==> src/rtl/pe_mem_arbiter.sv <==
// Shares one Avalon-MM memory master between the input/weight read streams and the output write stream.
// Writes win outright; the two read streams alternate; a tag FIFO steers read data back to its issuer.
module pe_mem_arbiter #(
   parameter int ADDR_W          = 32,
   parameter int DATA_W          = 32,
   parameter int MAX_OUTSTANDING = 8
) (
   input  logic                               clk,
   input  logic                               rst_n,
   input  logic                               in_read,
   input  logic [ADDR_W-1:0]                  in_address,
   output logic                               in_waitrequest,
   output logic [DATA_W-1:0]                  in_readdata,
   output logic                               in_readdatavalid,
   input  logic                               wt_read,
   input  logic [ADDR_W-1:0]                  wt_address,
   output logic                               wt_waitrequest,
   output logic [DATA_W-1:0]                  wt_readdata,
   output logic                               wt_readdatavalid,
   input  logic                               out_write,
   input  logic [ADDR_W-1:0]                  out_address,
   input  logic [DATA_W-1:0]                  out_writedata,
   output logic                               out_waitrequest,
   output logic                               m_read,
   output logic                               m_write,
   output logic [ADDR_W-1:0]                  m_address,
   output logic [DATA_W-1:0]                  m_writedata,
   input  logic                               m_waitrequest,
   input  logic [DATA_W-1:0]                  m_readdata,
   input  logic                               m_readdatavalid,
   output logic [$clog2(MAX_OUTSTANDING):0]   outstanding,
   output logic                               err_orphan
);
   // state  | meaning
   // IDLE   | arbitrate; the winner is accepted this cycle
   // ISSUE  | m_* command held until m_waitrequest drops
   localparam int TAG_AW = $clog2(MAX_OUTSTANDING);
   localparam int CNT_W  = TAG_AW + 1;

   typedef enum logic {ST_IDLE, ST_ISSUE} state_t;

   state_t                r_state, w_state_nxt;
   logic                  r_m_read, r_m_write, r_rr_last, r_issue_tag;
   logic [ADDR_W-1:0]     r_m_address;
   logic [DATA_W-1:0]     r_m_writedata;
   logic [MAX_OUTSTANDING-1:0] r_tags;
   logic [TAG_AW-1:0]     r_wptr, r_rptr;
   logic [CNT_W-1:0]      r_count;
   logic [DATA_W-1:0]     r_in_rdata, r_wt_rdata;
   logic                  r_in_rvalid, r_wt_rvalid, r_err;
   logic                  w_arb, w_fifo_full, w_rd_ok;
   logic                  w_gnt_wr, w_gnt_in, w_gnt_wt;
   logic                  w_push, w_pop, w_pop_tag;

   // rst_n gating keeps every waitrequest high while reset is held
   assign w_arb       = (r_state == ST_IDLE) && rst_n;
   assign w_fifo_full = (r_count == CNT_W'(MAX_OUTSTANDING));
   assign w_rd_ok     = w_arb && !out_write && !w_fifo_full;
   assign w_gnt_wr    = w_arb && out_write;
   // r_rr_last: 0 = input stream, 1 = weight stream
   assign w_gnt_in    = w_rd_ok && in_read && (!wt_read || r_rr_last);
   assign w_gnt_wt    = w_rd_ok && wt_read && (!in_read || !r_rr_last);

   assign w_push    = r_m_read && !m_waitrequest;
   assign w_pop     = m_readdatavalid && (r_count != '0);
   assign w_pop_tag = r_tags[r_rptr];

   always_ff @(posedge clk or negedge rst_n) begin
      if (!rst_n) r_state <= ST_IDLE;
      else        r_state <= w_state_nxt;
   end

   always_comb begin
      w_state_nxt = r_state;
      case (r_state)
         ST_IDLE:  if (w_gnt_wr || w_gnt_in || w_gnt_wt) w_state_nxt = ST_ISSUE;
         ST_ISSUE: if (!m_waitrequest) w_state_nxt = ST_IDLE;
         default:  w_state_nxt = ST_IDLE;
      endcase
   end

   always_ff @(posedge clk or negedge rst_n) begin
      if (!rst_n) begin
         r_m_read      <= 1'b0;
         r_m_write     <= 1'b0;
         r_m_address   <= '0;
         r_m_writedata <= '0;
         r_rr_last     <= 1'b1;
         r_issue_tag   <= 1'b0;
      end else if (r_state == ST_IDLE) begin
         if (w_gnt_wr) begin
            r_m_address   <= out_address;
            r_m_writedata <= out_writedata;
            r_m_write     <= 1'b1;
         end else if (w_gnt_in) begin
            r_m_address <= in_address;
            r_m_read    <= 1'b1;
            r_rr_last   <= 1'b0;
            r_issue_tag <= 1'b0;
         end else if (w_gnt_wt) begin
            r_m_address <= wt_address;
            r_m_read    <= 1'b1;
            r_rr_last   <= 1'b1;
            r_issue_tag <= 1'b1;
         end
      end else if (!m_waitrequest) begin
         r_m_read  <= 1'b0;
         r_m_write <= 1'b0;
      end
   end

   always_ff @(posedge clk or negedge rst_n) begin
      if (!rst_n) begin
         r_tags      <= '0;
         r_wptr      <= '0;
         r_rptr      <= '0;
         r_count     <= '0;
         r_in_rdata  <= '0;
         r_wt_rdata  <= '0;
         r_in_rvalid <= 1'b0;
         r_wt_rvalid <= 1'b0;
         r_err       <= 1'b0;
      end else begin
         if (w_push) begin
            r_tags[r_wptr] <= r_issue_tag;
            r_wptr         <= r_wptr + TAG_AW'(1);
         end
         if (w_pop) r_rptr <= r_rptr + TAG_AW'(1);
         r_count     <= r_count + CNT_W'(w_push) - CNT_W'(w_pop);
         r_in_rvalid <= w_pop && !w_pop_tag;
         r_wt_rvalid <= w_pop && w_pop_tag;
         if (w_pop && !w_pop_tag) r_in_rdata <= m_readdata;
         if (w_pop && w_pop_tag)  r_wt_rdata <= m_readdata;
         // data with nothing in flight (including after a mid-read reset) is dropped
         if (m_readdatavalid && (r_count == '0)) r_err <= 1'b1;
      end
   end

   assign in_waitrequest   = !w_gnt_in;
   assign wt_waitrequest   = !w_gnt_wt;
   assign out_waitrequest  = !w_gnt_wr;
   assign m_read           = r_m_read;
   assign m_write          = r_m_write;
   assign m_address        = r_m_address;
   assign m_writedata      = r_m_writedata;
   assign in_readdata      = r_in_rdata;
   assign in_readdatavalid = r_in_rvalid;
   assign wt_readdata      = r_wt_rdata;
   assign wt_readdatavalid = r_wt_rvalid;
   assign outstanding      = r_count;
   assign err_orphan       = r_err;
endmodule

==> config.mk <==
export PLATFORM = sky130hd
export DESIGN_NAME = pe_mem_arbiter
export DESIGN_NICKNAME = d
export VERILOG_FILES = /design/src/rtl/pe_mem_arbiter.sv
export SDC_FILE = /design/constraint.sdc
export NUM_CORES = 1
export LEC_CHECK = 0
export CORE_MARGIN = 4
export CORE_UTILIZATION = 41
export CTS_BUF_LIST = sky130_fd_sc_hd__clkbuf_16
export CTS_CLUSTER_DIAMETER = 30
export DETAILED_ROUTE_END_ITERATION = 7
export PLACE_DENSITY_LB_ADDON = 0.05
export SETUP_SLACK_MARGIN = 0.2
export SLEW_MARGIN = 20
export SYNTH_ARGS = -nofsm -noshare
export SYNTH_HDL_FRONTEND = slang
export SYNTH_SLANG_ARGS = --single-unit
==> constraint.sdc <==
create_clock -name clk -period 2.9 [get_ports clk]
set_clock_uncertainty 0.15 [all_clocks]
set_input_delay 0.435 -clock clk [delete_from_list [all_inputs] [get_ports clk]]
set_output_delay 0.435 -clock clk [all_outputs]
set_load 0.01 [all_outputs]
==> impl_metrics.csv <==
group,metric,value,unit
status,outcome,"complete, no violations",
floorplan,die_w,134,µm
pwr,seqPwrFrac,0.341,
timing,fin_crit,2.61,ns
timing,finalMaxSlewViolations,0,
setup_path,worstSetupPathType,"reg -> out",
timing,setup_viol,0,
timing,tns,0,ns
timing,worst_slew_pin_slew,0.834,ns
place,gp_congestion,0.790,
detailed_routing,num_vias,5484,
setup_path,path_cells,"inv_1 -> ha_1 -> a211oi_2 -> buf_4 -> nand2_1 -> clkdlybuf4s50_1",
global_routing,antenna_found_initial,2,
global_routing,grt_max_degree,155,
clock_network,cts_tree,"built",
flow_run,maxCapViolations,0,
clock_network,clkSlewWorstSetupHoldPaths,0.06,ns
setup_path,critPathMaxStageDelay,0.49,ns
place,place_ws,0.387,ns
pwr,p_total,0.0108,W
floorplan,core_region_area,15400,µm²
pwr,switching_share,0.309,
place,dp.final_hpwl,15.0,mm
detailed_routing,finalWirelength,20.3,mm
clock_network,clock_path_buffers,2,
layout,nNetsFinal,1017,
setup_path,slowest_stage,"clkdlybuf4s50_1",
timing,fin_crit_sh,0.899,
timing,relSlewSlack,0.444,
logic_synthesis,ys_warn_count,0,
setup_path,start_kind,"register",
pwr,comb_power_share,0.432,
logic_synthesis,synth.distinct_cells,42,
pwr,power.switching,0.00335,W
global_routing,grt_pass1_wl,31.7,mm
layout,drive_gt1_frac,0.148,
detailed_routing,drtPass1Iterations,4,
setup_path,crit_fanout,6,
logic_synthesis,ys_seq_elements,154,
setup_path,end_kind,"primary output",
clock_network,clock_latency,0.41,ns
pwr,power.density,1030,nW/µm²
timing,final-hold-violation-count,0,
timing,setup_ws,0.294,ns
timing,clock.fmax,384,MHz
layout,fillCellCount,1186,
logic_synthesis,ys_seq_area_frac,0.589,
layout,areaGrowthSynthToFinish,60.5,%
logic_synthesis,async_reset_ff_frac,1.00,
setup_path,required,2.32,ns
logic_synthesis,synth_ff_type,"dfrtp_1",
global_routing,grt_overflow_total,0,
floorplan,pin_count,307,
setup_path,worstPathArrival,2.02,ns
logic_synthesis,synth-edff-count,0,
detailed_routing,post_drt_wl_per_cell,19.0,µm
clock_network,cts.sinks,154,
logic_synthesis,avgSynthCellArea,12.1,µm²
floorplan,die_h,134,µm
clock_network,htreeDepth,4,
detailed_routing,drt_first_iter_violations,255,
global_routing,grt_pass1_vias,5900,
worst_hold_path,hold_class,"in -> async",
floorplan,dieArea,18000,µm²
floorplan,initial_core_util,0.424,
pwr,p_leak,4.49,nW
clock_network,root_buffer,"clkbuf_16",
detailed_routing,vias_per_cell,5.14,
global_routing,grtUsageTotal,0.225,
pwr,irDropWorstVdd,513,µV
logic_synthesis,synthCells,539,
logic_synthesis,syn_nets,714,
clock_network,cts_buffers,17,
logic_synthesis,syn_area,6540,µm²
detailed_routing,drc,0,
place,numPortBuffers,306,
detailed_routing,final_antenna_net_count,0,
floorplan,num_rows,45,
timing,rsz0062_at_grt,"false",
pwr,power.share.clock,0.226,
pwr,p_int,0.00749,W
==> metrics by stage <==
step	hold WS [ns]	cell area, µm²	utilization	std cells
floorplan	-0.0106	6540	-	539
global placement	0.307	9830	0.637	1034
detailed placement	0.311	9830	0.637	1034
CTS	0.0840	10500	0.680	1065
global route	0.0677	10500	0.681	1067
finish	0.00758	10500	0.681	1067
==> metal layers <==
metal | track usage | part of all wire | vias to the layer above
li1 | - | - | 2527
met1 | 0.253 | 0.38 | 2701
met2 | 0.391 | 0.52 | 215
met3 | 0.0675 | 0.074 | 41
met4 | 0.109 | 0.033 | 0
met5 | 0 | 0 | -
==> synth_stat cells (3+ instances only) <==
cell / instances / area share
buf_6: 7 / 0.012
xnor2_1: 5 / 0.0067
ha_1: 7 / 0.013
nand2b_1: 3 / 0.0029
buf_2: 3 / 0.0023
a221o_1: 32 / 0.049
mux2i_1: 3 / 0.0046
a32oi_1: 32 / 0.043
buf_1: 4 / 0.0023
inv_1: 8 / 0.0046
nor2_1: 37 / 0.021
nand3b_1: 4 / 0.0046
nand2_1: 116 / 0.067
clkbuf_1: 22 / 0.013
dfrtp_1: 153 / 0.59
mux2_2: 69 / 0.12
a21oi_1: 3 / 0.0023
nand3_1: 3 / 0.0023
==> worst max-delay path: cells and delay by family, from the launching register on <==
family,cells,cell delay (ns)
DFF,1,0.35
buffers and inverters,3,0.74
AOI/OAI and AO/OA,1,0.21
and+or+nand+nor,1,0.05
adders and majority gates,1,0.26
==> final timing paths <==
check | depth (start not counted) | start | endpoint | slack [ns]
worst max-delay path | 6 | outstanding[2] | wt_waitrequest | 0.29
worst min-delay path | 2 | rst_n | outstanding[2] | 0.008
worst max register to register | 5 | r_rptr[0] | in_readdata[18] | 0.73
worst min register to register | 2 | m_writedata[7] | m_writedata[7] | 0.32
max in group asynchronous | 2 | rst_n | wt_readdata[17] | 1.96
min in group clk | 2 | m_writedata[7] | m_writedata[7] | 0.32
==> sequential cells by signal, indices dropped and copies added (netlist names) <==
| signal | flops |
|---|---|
| m_address | 32 |
| r_state | 1 |
| m_write | 1 |
| outstanding | 4 |
| r_rptr | 3 |
| r_rr_last | 1 |
| m_read | 1 |
| err_orphan | 1 |
| in_readdatavalid | 1 |
| in_readdata | 32 |
| r_issue_tag | 1 |
| m_writedata | 32 |
| r_tags | 8 |
| wt_readdata | 32 |
| r_wptr | 3 |
| wt_readdatavalid | 1 |
==> cell families (layout without fill, tap and decap cells) <==
kind of cell,count (synthesis),after routing,share of synthesized area
other,0,2,0
buffers and inverters,45,360,0.0344
xor gates and xnor gates,6,6,0.00803
and+or+nand+nor,170,170,0.108
AOI/OAI and AO/OA,80,80,0.112
adders and majority gates,8,8,0.0164
DFF,154,154,0.589
muxes,76,76,0.131
==> area by class of cell <==
type                    instances  area [µm²]  share of cell area
flip-flops and latches        154        3850               0.367
multi-input cells             340        2480               0.236
repair buffers                320        3210               0.306
diodes                          2        5.00            0.000477
clock inverters                14         230              0.0219
well taps                     211         264              0.0251
clock buffers                  17         425              0.0405
inverters                       9        33.8             0.00322
==> timing repair <==
action,in CTS,in global routing
setup buffers,0,0
hold buffers,0,0
resized for setup,0,2
setup endpoints to repair,0,2
==> power by group through the flow <==
stage | combinational [W] | clock [W] | sequential, W
after floorplan | 0.00196 | 0 | 0.00401
after global placement | 0.00464 | 0 | 0.00369
after detailed placement | 0.00476 | 0 | 0.00372
after CTS | 0.00477 | 0.00251 | 0.00371
after global routing | 0.00503 | 0.00260 | 0.00384
final | 0.00469 | 0.00246 | 0.00370
==> cells in the final DEF (no fill, tap or decap), types with 2 or more instances in the layout <==
| cell type | Yosys | layout |
|---|---|---|
| a221o_1 | 32 | 32 |
| a21oi_1 | 3 | 3 |
| ha_1 | 7 | 7 |
| nand2_1 | 116 | 116 |
| clkinv_4 | 0 | 2 |
| clkbuf_16 | 0 | 17 |
| nand3b_1 | 4 | 4 |
| nand2b_1 | 3 | 3 |
| dfrtp_1 | 153 | 153 |
| nor2_1 | 37 | 36 |
| buf_4 | 0 | 11 |
| a32oi_1 | 32 | 32 |
| xnor2_1 | 5 | 5 |
| buf_12 | 0 | 3 |
| mux2_4 | 2 | 2 |
| clkdlybuf4s50_1 | 0 | 304 |
| mux2_1 | 2 | 2 |
| mux2_2 | 69 | 69 |
| diode_2 | 0 | 2 |
| nand3_1 | 3 | 3 |
| nor3b_1 | 2 | 2 |
| clkinv_2 | 0 | 2 |
| mux2i_1 | 3 | 3 |
| a31oi_1 | 2 | 2 |
| bufinv_16 | 0 | 6 |
| clkinvlp_4 | 0 | 2 |
| inv_1 | 8 | 10 |
No activity file was read; power rests on OpenSTA's default activity.
